## src/rtl/c_readout_if.sv

```systemverilog
// c_readout_if: groups the CFU command/response handshake, the C buffer read port and
// the write-side stall input of the C buffer read engine.
//   slave  modport: the read engine (c_readout)
//   master modport: the CPU / C buffer side that drives commands and read data
interface c_readout_if #(
    parameter int unsigned ADDR_W = 16,
    parameter int unsigned LANES  = 4
);
    localparam int unsigned DATA_W = 32 * LANES;

    logic              cmd_valid;
    logic              cmd_ready;
    logic [2:0]        funct;
    logic [31:0]       input0;
    logic [31:0]       input1;
    logic              rsp_valid;
    logic              rsp_ready;
    logic [31:0]       rsp_data;
    logic              c_rd_en;
    logic [ADDR_W-1:0] c_rd_addr;
    logic [DATA_W-1:0] c_rd_data;
    logic              c_wr_en;
    logic              busy;

    modport slave (
        input  cmd_valid, funct, input0, input1, rsp_ready, c_rd_data, c_wr_en,
        output cmd_ready, rsp_valid, rsp_data, c_rd_en, c_rd_addr, busy
    );

    modport master (
        output cmd_valid, funct, input0, input1, rsp_ready, c_rd_data, c_wr_en,
        input  cmd_ready, rsp_valid, rsp_data, c_rd_en, c_rd_addr, busy
    );
endinterface

```

## src/rtl/c_readout.sv

```systemverilog
// c_readout: read-side engine for the C (result) buffer.
// Accepts CFU commands (1 = clear pointer, 3 = seek-read, 4 = next-read, others = no-op),
// reads one C buffer word, selects a 32-bit lane and returns it as the CFU response.
// Ports:
//   clk     clock
//   rst_n   synchronous active-low reset
//   bus_io  c_readout_if.slave: command/response handshake, C buffer read port, write stall
module c_readout #(
    parameter int unsigned ADDR_W = 16,
    parameter int unsigned LANES  = 4
) (
    input logic       clk,
    input logic       rst_n,
    c_readout_if.slave bus_io
);
    localparam int unsigned LaneW = $clog2(LANES);

    localparam logic [2:0] FunctClear = 3'd1;
    localparam logic [2:0] FunctSeek  = 3'd3;
    localparam logic [2:0] FunctNext  = 3'd4;

    typedef enum logic [1:0] {StIdle, StIssue, StWait, StResp} state_e;

    state_e            state_q, state_d;
    logic [ADDR_W-1:0] ptr_addr_q, ptr_addr_d;
    logic [LaneW-1:0]  ptr_lane_q, ptr_lane_d;
    logic [ADDR_W-1:0] cur_addr_q, cur_addr_d;
    logic [LaneW-1:0]  cur_lane_q, cur_lane_d;
    logic [31:0]       rsp_data_q, rsp_data_d;
    logic [ADDR_W-1:0] last_addr_q, last_addr_d;

    logic accept;
    logic is_read;
    logic rd_en;

    // Upper command bits beyond the address/lane widths are don't-care.
    logic unused_inputs;
    assign unused_inputs = ^{bus_io.input0[31:ADDR_W], bus_io.input1[31:LaneW]};

    // Position immediately after (addr, lane) in row-major lane order, wrapping at the end.
    function automatic logic [ADDR_W+LaneW-1:0] next_pos(input logic [ADDR_W-1:0] addr,
                                                        input logic [LaneW-1:0]  lane);
        if (lane == LaneW'(LANES - 1)) begin
            return {addr + ADDR_W'(1), LaneW'(0)};
        end
        return {addr, lane + LaneW'(1)};
    endfunction

    assign accept  = bus_io.cmd_valid && (state_q == StIdle);
    assign is_read = (bus_io.funct == FunctSeek) || (bus_io.funct == FunctNext);

    // State register
    always_ff @(posedge clk) begin
        if (!rst_n) begin
            state_q <= StIdle;
        end else begin
            state_q <= state_d;
        end
    end

    // Next-state logic
    always_comb begin
        state_d = state_q;
        unique case (state_q)
            StIdle:  if (accept) state_d = is_read ? StIssue : StResp;
            StIssue: if (!bus_io.c_wr_en) state_d = StWait;
            StWait:  state_d = StResp;
            StResp:  if (bus_io.rsp_ready) state_d = StIdle;
            default: state_d = StIdle;
        endcase
    end

    // FSM outputs
    always_comb begin
        bus_io.cmd_ready = (state_q == StIdle);
        bus_io.busy      = (state_q != StIdle);
        bus_io.rsp_valid = (state_q == StResp);
        rd_en            = (state_q == StIssue) && !bus_io.c_wr_en;
    end

    assign bus_io.c_rd_en   = rd_en;
    // The address bus keeps the last issued address between strobes.
    assign bus_io.c_rd_addr = rd_en ? cur_addr_q : last_addr_q;
    assign bus_io.rsp_data  = rsp_data_q;

    // Datapath next-state
    always_comb begin
        ptr_addr_d  = ptr_addr_q;
        ptr_lane_d  = ptr_lane_q;
        cur_addr_d  = cur_addr_q;
        cur_lane_d  = cur_lane_q;
        rsp_data_d  = rsp_data_q;
        last_addr_d = rd_en ? cur_addr_q : last_addr_q;

        if (accept) begin
            unique case (bus_io.funct)
                FunctClear: begin
                    ptr_addr_d = '0;
                    ptr_lane_d = '0;
                    rsp_data_d = '0;
                end
                FunctSeek: begin
                    cur_addr_d = bus_io.input0[ADDR_W-1:0];
                    cur_lane_d = bus_io.input1[LaneW-1:0];
                    {ptr_addr_d, ptr_lane_d} =
                        next_pos(bus_io.input0[ADDR_W-1:0], bus_io.input1[LaneW-1:0]);
                end
                FunctNext: begin
                    cur_addr_d = ptr_addr_q;
                    cur_lane_d = ptr_lane_q;
                    {ptr_addr_d, ptr_lane_d} = next_pos(ptr_addr_q, ptr_lane_q);
                end
                default: rsp_data_d = '0;
            endcase
        end

        if (state_q == StWait) begin
            rsp_data_d = bus_io.c_rd_data[{cur_lane_q, 5'd0} +: 32];
        end
    end

    always_ff @(posedge clk) begin
        if (!rst_n) begin
            ptr_addr_q  <= '0;
            ptr_lane_q  <= '0;
            cur_addr_q  <= '0;
            cur_lane_q  <= '0;
            rsp_data_q  <= '0;
            last_addr_q <= '0;
        end else begin
            ptr_addr_q  <= ptr_addr_d;
            ptr_lane_q  <= ptr_lane_d;
            cur_addr_q  <= cur_addr_d;
            cur_lane_q  <= cur_lane_d;
            rsp_data_q  <= rsp_data_d;
            last_addr_q <= last_addr_d;
        end
    end
endmodule
```

## src/flat_wrapper.sv

```systemverilog
// flat-port wrapper written by rule: the top's interface ports become plain ports
module c_readout_flat 
#(
    parameter int unsigned ADDR_W = 16,
    parameter int unsigned LANES  = 4
)
  (clk, rst_n, bus_io_cmd_valid, bus_io_funct, bus_io_input0, bus_io_input1, bus_io_rsp_ready, bus_io_c_rd_data, bus_io_c_wr_en, bus_io_cmd_ready, bus_io_rsp_valid, bus_io_rsp_data, bus_io_c_rd_en, bus_io_c_rd_addr, bus_io_busy);
  c_readout_if #(.ADDR_W(ADDR_W), .LANES(LANES)) bus_io_i ();
  input logic clk;
  input logic rst_n;
  input wire logic [$bits(bus_io_i.cmd_valid)-1:0] bus_io_cmd_valid;
  input wire logic [$bits(bus_io_i.funct)-1:0] bus_io_funct;
  input wire logic [$bits(bus_io_i.input0)-1:0] bus_io_input0;
  input wire logic [$bits(bus_io_i.input1)-1:0] bus_io_input1;
  input wire logic [$bits(bus_io_i.rsp_ready)-1:0] bus_io_rsp_ready;
  input wire logic [$bits(bus_io_i.c_rd_data)-1:0] bus_io_c_rd_data;
  input wire logic [$bits(bus_io_i.c_wr_en)-1:0] bus_io_c_wr_en;
  output wire logic [$bits(bus_io_i.cmd_ready)-1:0] bus_io_cmd_ready;
  output wire logic [$bits(bus_io_i.rsp_valid)-1:0] bus_io_rsp_valid;
  output wire logic [$bits(bus_io_i.rsp_data)-1:0] bus_io_rsp_data;
  output wire logic [$bits(bus_io_i.c_rd_en)-1:0] bus_io_c_rd_en;
  output wire logic [$bits(bus_io_i.c_rd_addr)-1:0] bus_io_c_rd_addr;
  output wire logic [$bits(bus_io_i.busy)-1:0] bus_io_busy;
  assign bus_io_i.cmd_valid = bus_io_cmd_valid;
  assign bus_io_i.funct = bus_io_funct;
  assign bus_io_i.input0 = bus_io_input0;
  assign bus_io_i.input1 = bus_io_input1;
  assign bus_io_i.rsp_ready = bus_io_rsp_ready;
  assign bus_io_i.c_rd_data = bus_io_c_rd_data;
  assign bus_io_i.c_wr_en = bus_io_c_wr_en;
  assign bus_io_cmd_ready = bus_io_i.cmd_ready;
  assign bus_io_rsp_valid = bus_io_i.rsp_valid;
  assign bus_io_rsp_data = bus_io_i.rsp_data;
  assign bus_io_c_rd_en = bus_io_i.c_rd_en;
  assign bus_io_c_rd_addr = bus_io_i.c_rd_addr;
  assign bus_io_busy = bus_io_i.busy;
  c_readout #(.ADDR_W(ADDR_W), .LANES(LANES)) u_core (.clk(clk), .rst_n(rst_n), .bus_io(bus_io_i));
endmodule
```

## config.mk

```make
export PLATFORM = sky130hd
export DESIGN_NAME = c_readout_flat
export DESIGN_NICKNAME = d
export VERILOG_FILES = /design/src/rtl/c_readout_if.sv /design/src/rtl/c_readout.sv /design/src/flat_wrapper.sv
export SDC_FILE = /design/constraint.sdc
export NUM_CORES = 1
export LEC_CHECK = 0
export ABC_AREA = 1
export BUFFER_PORTS_ARGS = -buffer_cell sky130_fd_sc_hd__buf_2
export CORE_MARGIN = 5
export CORE_UTILIZATION = 47
export DETAILED_ROUTE_END_ITERATION = 10
export GPL_ROUTABILITY_DRIVEN = 1
export GPL_TIMING_DRIVEN = 0
export PLACE_DENSITY_LB_ADDON = 0.12
export SETUP_SLACK_MARGIN = 0.15
export SLEW_MARGIN = 20
export SYNTH_ARGS = -nofsm -noshare
export SYNTH_HDL_FRONTEND = slang
export SYNTH_SLANG_ARGS = --single-unit
```

## constraint.sdc

```tcl
create_clock -name clk -period 1.8 [get_ports clk]
set_input_delay 0.27 -clock clk [delete_from_list [all_inputs] [get_ports clk]]
set_output_delay 0.27 -clock clk [all_outputs]
set_load 0.02 [all_outputs]
```

# == After elaboration in Yosys (flattened, before gate mapping) ==
# Index checks and enable logic that the tools add are counted.
# totals
ff_bits,86
in_bits,200
out_inout_bits,52
elab_cells,63
# classes
add_sub_neg,4
eq_ne,13
shifts,1
mux,23
n_reduce_logical,15
# ops
op,count
128-bit by 8-bit indexed part select with 32-bit output,1
32-bit two-way mux,3
18-bit two-way mux,4
16-bit one-hot mux with 3 select lines,1
"16-bit by 1-bit adder with 16-bit output, second input constant",2
16-bit one-hot mux with 2 select lines,1
16-bit two-way mux,1
"2-bit == test, second input constant",4
2-bit two-way mux,4
2-bit one-hot mux with 4 select lines,1
1-bit two-way mux,6
"2-bit != test, second input constant",3
2-bit one-hot mux with 3 select lines,1
2-bit AND reduction,3
3-bit AND reduction,2
2-bit nonzero test,3
"2-bit by 1-bit adder with 2-bit output, second input constant",2
"2-bit by 1-bit != test with 1-bit output, second input constant",2
2-bit one-hot mux with 2 select lines,1
"3-bit by 1-bit == test with 1-bit output, second input constant",1
"3-bit by 2-bit == test with 1-bit output, second input constant",1
"3-bit == test, second input constant",1
3-bit nonzero test,1
"2-bit by 1-bit == test with 1-bit output, second input constant",1
other kinds (5),6

# == Longest topological paths before layout ==
# Gate-level depths: netlist (run 1).
# depth
word_depth,6
ltp_mapped,11
depth_no_buf,11

# == Worst setup path before layout (run 1) ==
# OpenSTA, ideal clock, no wires.
# synth_timing
kind,register to output
startpoint,register u_core.state_q[1]
endpoint,output bus_io_c_rd_addr[12]
t_arrival_ps,1451
required_ps,1530
setup_slack_ps,79
stages_incl_launch_ff,9
path_buffers,1
cell_sequence,dfxtp_1 inv_1 ha_1 inv_1 nor2_1 inv_1 clkbuf_1 o21ai_0 inv_1
# synth_between
elab_chain_cells,3
# synth_lines
element,line_no,source
"start, declared",c_readout.sv:24,"state_e state_q, state_d;"
"start signal, assigned",c_readout.sv:55,state_q <= StIdle;
"start signal, assigned",c_readout.sv:57,state_q <= state_d;
2-bit by 1-bit == test with 1-bit output,c_readout.sv:78,rd_en = (state_q == StIssue) && !bus_io.c_wr_en;
1-bit logical AND,c_readout.sv:78,
16-bit two-way mux,c_readout.sv:83,assign bus_io.c_rd_addr = rd_en ? cur_addr_q : last_addr_q;
"end, declared",flat_wrapper.sv:22,output wire logic [$bits(bus_io_i.c_rd_addr)-1:0] bus_io_c_rd_addr;
# Every way passes these cells.

# == Worst setup path in the final report (run 1) ==
# layout_timing
startpoint,register u_core.state_q[1]
endpoint,output bus_io_c_rd_addr[5]
# Same word-level chain as after synthesis.

==> results of run 1 <==
## where the power goes
part           internal [mW]  total (mW)  switching (mW)  leakage (nW)
combinational           1.71        3.93            2.21          2.60
sequential              2.25        2.45           0.201         0.702
clock                  0.540        1.22           0.678        0.0797
## per-stage QoR
stage	std cells	setup slack (ns)	power, mW	TNS (ns)	utilization (%)
2_1_floorplan	817	0.157	4.37	0	-
3_3_place_gp	1162	-0.319	5.35	-2.98	59.3
3_5_place_dp	1162	-0.301	5.38	-2.67	59.3
4_1_cts	1187	-0.211	7.00	-3.04	63.1
5_1_grt	1204	-0.300	8.06	-4.24	66.5
6_report	1204	-0.216	7.59	-3.06	66.5
## synthesized netlist by cell type (5+ instances only)
cell / n / area share (%)
nand2_1: 173 / 12
o21ai_1: 14 / 1.3
dfxtp_1: 86 / 33
a21oi_1: 57 / 5.4
buf_4: 5 / 0.71
buf_2: 14 / 1.3
inv_1: 66 / 4.7
a31oi_1: 22 / 2.6
o21ai_0: 80 / 7.6
nand3_1: 35 / 3.3
ha_1: 8 / 1.9
o32ai_1: 33 / 5.5
clkbuf_1: 19 / 1.4
or2_2: 16 / 1.9
buf_6: 7 / 1.5
nor2_1: 144 / 10
## worst paths after layout
| path | cells after the start | to | slack (ns) | from |
|---|---|---|---|---|
| hold / removal | 3 | u_core.cur_addr_q[13]$_SDFFE_PN0P_ | 0.22 | bus_io_input0[13] |
| setup / recovery | 9 | bus_io_c_rd_addr[5] | -0.22 | u_core.state_q[1]$_SDFFE_PN0P_ |
| setup reg to reg | 9 | u_core.bus_io.rsp_data[17]$_SDFFE_PN0P_ | 0.14 | u_core.state_q[1]$_SDFFE_PN0P_ |
| hold reg to reg | 2 | u_core.bus_io.rsp_data[5]$_SDFFE_PN0P_ | 0.47 | u_core.bus_io.rsp_data[5]$_SDFFE_PN0P_ |
## per-layer routing
layer	global-route usage [%]	wire length, µm	share of wire [%]	up-vias
li1	-	-	-	3200
met1	31.7	7460	39	2834
met2	47.2	9420	49	271
met3	4.23	1600	8.3	58
met4	12.0	750	3.9	0
met5	0	0	0	-
## kinds of logic after synthesis
family	after synthesis
XOR/XNOR	1
flip-flops	86
adder cells (fa/ha/maj)	8
AND/OR/NAND/NOR	387
buffers and inverters	120
AO/OA/AOI/OAI	215
## state kept, by name, indices dropped and copies added, names as in the netlist
register	flops
u_core.ptr_lane_q	2
u_core.cur_lane_q	2
u_core.state_q	2
u_core.ptr_addr_q	16
u_core.bus_io.rsp_data	32
u_core.cur_addr_q	16
u_core.last_addr_q	16
## what timing repair did
action                     in CTS  in global routing
buffers inserted                7                 11
setup endpoints to repair      58                 80
pin swaps                       6                 11
cloned                          2                  5
resized for setup              62                 81
## critical path, cell delays in order (launching register included)
cell and delay [ns]:
dfxtp_2 0.33, inv_2 0.07, ha_4 0.14, inv_4 0.04
nor2_4 0.16, clkinv_4 0.13, clkbuf_16 0.19, o21ai_4 0.14
inv_2 0.06, buf_6 0.13
## cell type report
class                   count  area, µm²  share of cell area, %
clock buffers              13        149                   2.06
plain buffers              48        330                   4.56
multi-input cells         612       3230                   44.6
diodes                      1       2.50                 0.0345
clock inverters             3       20.0                  0.276
inverters                  72        294                   4.06
well taps                 140        175                   2.42
repair inverters            1       5.00                 0.0691
flip-flops and latches     86       1730                   23.8
repair buffers            228       1310                   18.0
==> results_dict.tcl, run 1 <==
set metrics [dict create \
    status "complete, but fails checks" \
    violations "setup timing" \
    area_growth_pct 38.0 \
    track_usage_pct 26.6 \
    synthSimpleGateAreaFrac_pct 30.8 \
    synthAdderAreaFrac_pct 1.91 \
    slew_headroom_pct 55.7 \
    antenna_found_initial 1 \
    crit_required_ns 1.53 \
    power.leakage_nw 3.38 \
    synth_seq_cells 86 \
    drc_errors 0 \
    die_y_um 116 \
    syn_inst 817 \
    syn_area_per_cell_um2 6.43 \
    finalSetupViolCount 16 \
    vias_per_cell 5.28 \
    fin_crit_ns 2.02 \
    fmax_mhz 496 \
    gp_congestion 0.954 \
    cts_tree "yes" \
    synth_area_mm2 0.00525 \
    cts.clk_slew.worst_paths_ns 0.09 \
    core_mm2 0.0109 \
    worst_pin_slew_ns 0.664 \
    layout_common_cells "buf_2, nand2_1, nor2_1" \
    dpl_cell_area_mm2 0.00646 \
    overflow 0 \
    htreeDepth 3 \
    rsz0062_at_grt "yes" \
    clock_latency_ns 0.35 \
    finalCritPeriodShare_pct 112 \
    synthMuxAreaShare_pct 0 \
    maxSlewViolCount 0 \
    criticalPathCategory "reg -> out" \
    ctsHoldBuffers 0 \
    synth_xor_area_share_pct 0.167 \
    synth-edff-count 0 \
    die-area_mm2 0.0134 \
    clock-root-buffer "clkbuf_8" \
    ys_async_sr_fraction_pct 0 \
    hold-worst-slack_ns 0.216 \
    maxCapViolCount 0 \
    setup_ws_ns -0.216 \
    holdCritPathClass "in -> reg" \
    startpoint_type "flip-flop" \
    seq_area_frac_synth_pct 32.8 \
    grt_max_degree 14 \
    drtPass1Iterations 5 \
    numCtsBuffers 9 \
    finalClockSkew_ns 0.0138 \
    powerDensity_mw_per_mm2 1050 \
    drt_iter0_drc 413 \
    final_cell_area_mm2 0.00724 \
    grt_pass1_vias 5756 \
    ir_drop_uv 648 \
    dpl.hpwl_um 14800 \
    path_max_fanout 8 \
    crit_path_end_kind "output pin" \
    synth_top_family_by_area "simple AND/OR/NAND/NOR gates" \
    synth_compound_area_share_pct 24.0 \
    fp.dieW_um 116 \
    final_common_cell "buf_2" \
    layout.nets 1266 \
    clockBufferDepth 2 \
    wire_per_inst_um 16.0 \
    fill_cells 1013 \
    grt_pass1_wl_um 28400 \
    vias 6363 \
    cts_sinks 86 \
    synth_cell_types 37 \
    syn_nets 1025 \
    yosys_warnings 0 \
    cp.arrival_ns 1.75 \
    io_pins 252 \
    drive_gt1_share_pct 34.0 \
    wl_um 19200 \
    std_cell_rows 38 \
    synthFlopType "dfxtp_1" \
    buffer_ports.inserted 205 \
    initial_core_util_pct 48.2 \
    report.final.hold_viol_count 0 \
    final_antenna_net_count 0 \
]
No activity file was read; power rests on OpenSTA's default activity.
==> run 2, diff against run 1 <==
Settings changed: PLACE_DENSITY_LB_ADDON 0.12 to 0.1.
==> results_dict.tcl, run 2 (synthesis results as in run 1) <==
set metrics [dict create \
    crit_required_ns 1.53 \
    whs_path_depth 3 \
    grt_pass1_wl_um 28800 \
    wire_per_inst_um 15.6 \
    cts_sinks 86 \
    violations "setup timing" \
    power.leakage_nw 3.40 \
    setup_ws_ns -0.223 \
    wl_um 18600 \
    grt_pass1_vias 5941 \
    fin_crit_ns 2.02 \
    numCtsBuffers 9 \
    worst_pin_slew_ns 0.655 \
    clockBufferDepth 2 \
    die-area_mm2 0.0134 \
    io_pins 252 \
    cts.clk_slew.worst_paths_ns 0.10 \
    finalSetupViolCount 16 \
    report.final.hold_viol_count 0 \
    cp.arrival_ns 1.75 \
    slew_headroom_pct 56.4 \
    drt_iter0_drc 398 \
    drtPass1Iterations 5 \
    finalClockSkew_ns 0.0119 \
    rsz0062_at_grt "yes" \
    htreeDepth 3 \
    crit_path_end_kind "output pin" \
    ctsHoldBuffers 0 \
    maxCapViolCount 0 \
    cts_tree "yes" \
    area_growth_pct 37.0 \
    grt_max_degree 16 \
    finalPower_mw 7.81 \
    initial_core_util_pct 48.2 \
    fmax_mhz 494 \
    fp.dieW_um 116 \
    overflow 0 \
    hold-worst-slack_ns 0.184 \
    finalCritPeriodShare_pct 112 \
    dpl.hpwl_um 14500 \
    buffer_ports.inserted 205 \
    ir_drop_uv 569 \
    clock_latency_ns 0.35 \
    vias 6322 \
    track_usage_pct 26.5 \
    gp_congestion 0.947 \
    startpoint_type "flip-flop" \
    drive_gt1_share_pct 33.2 \
    powerDensity_mw_per_mm2 1090 \
    final_common_cell "buf_2" \
    status "complete, but fails checks" \
    dp_slack_ns -0.351 \
    std_cell_rows 38 \
    final_antenna_net_count 0 \
    vias_per_cell 5.29 \
    layout.nets 1258 \
    maxSlewViolCount 0 \
    r2r_cells 12 \
    drc_errors 0 \
    holdCritPathClass "in -> reg" \
    layout_common_cells "buf_2, nand2_1, nor2_1" \
    die_y_um 116 \
    criticalPathCategory "reg -> out" \
    path_max_fanout 8 \
    largest_reg_flops 32 \
    clock-root-buffer "clkbuf_8" \
    antenna_found_initial 1 \
    core_mm2 0.0109 \
]
-- run 2: stage by stage --
step	instances	util (%)	setup TNS, ns	cell area (µm²)
final	1196	66.1	-2.84	7190
after global routing	1196	66.1	-4.42	7190
after CTS	1186	63.7	-3.01	6930
after detailed placement	1162	59.3	-3.19	6460
after global placement	1162	59.3	-2.74	6460
after floorplan	817	-	0	5260
-- run 2: area by class of cell --
cell class	count	area [µm²]
repair buffers	221	1240
plain buffers	48	332
flip-flops and latches	86	1730
multi-input cells	612	3180
clock inverters	6	118
fillers	1030	3700
clock buffers	10	128
diodes	1	2.50
well taps	140	175
inverters	72	289
-- run 2: per-layer routing --
metal,track usage [%],part of all wire (%)
met1,31.9,39
met2,48.3,50
met3,3.97,7.8
met4,9.05,3.2
met5,0,0
-- run 2: worst max-delay path, stage by stage (launching register included) --
cell and delay (ns):
dfxtp_2 0.33, inv_2 0.07, ha_4 0.15, inv_4 0.04, nor2_4 0.18, inv_4 0.10, clkbuf_16 0.18, o21ai_4 0.16
inv_2 0.07, buf_6 0.13
-- run 2: power by group --
part           internal [mW]  switching [mW]
registers               2.25           0.201
clock network          0.938           0.750
logic                   1.56            2.11
-- run 2: final timing paths --
path	start	endpoint	slack, ns
hold reg to reg	u_core.bus_io.rsp_data[3]$_SDFFE_PN0P_	u_core.bus_io.rsp_data[3]$_SDFFE_PN0P_	0.46
hold / removal	bus_io_input0[13]	u_core.cur_addr_q[13]$_SDFFE_PN0P_	0.18
setup / recovery	u_core.state_q[1]$_SDFFE_PN0P_	bus_io_c_rd_addr[5]	-0.22
setup reg to reg	u_core.state_q[1]$_SDFFE_PN0P_	u_core.ptr_addr_q[7]$_SDFFE_PN0P_	0.08
-- run 2: timing repair --
action | 4_1_cts | 5_1_grt
resized for setup | 62 | 67
pin swaps | 4 | 8
setup endpoints to repair | 72 | 75
gates cloned | 3 | 1
setup buffers | 5 | 8
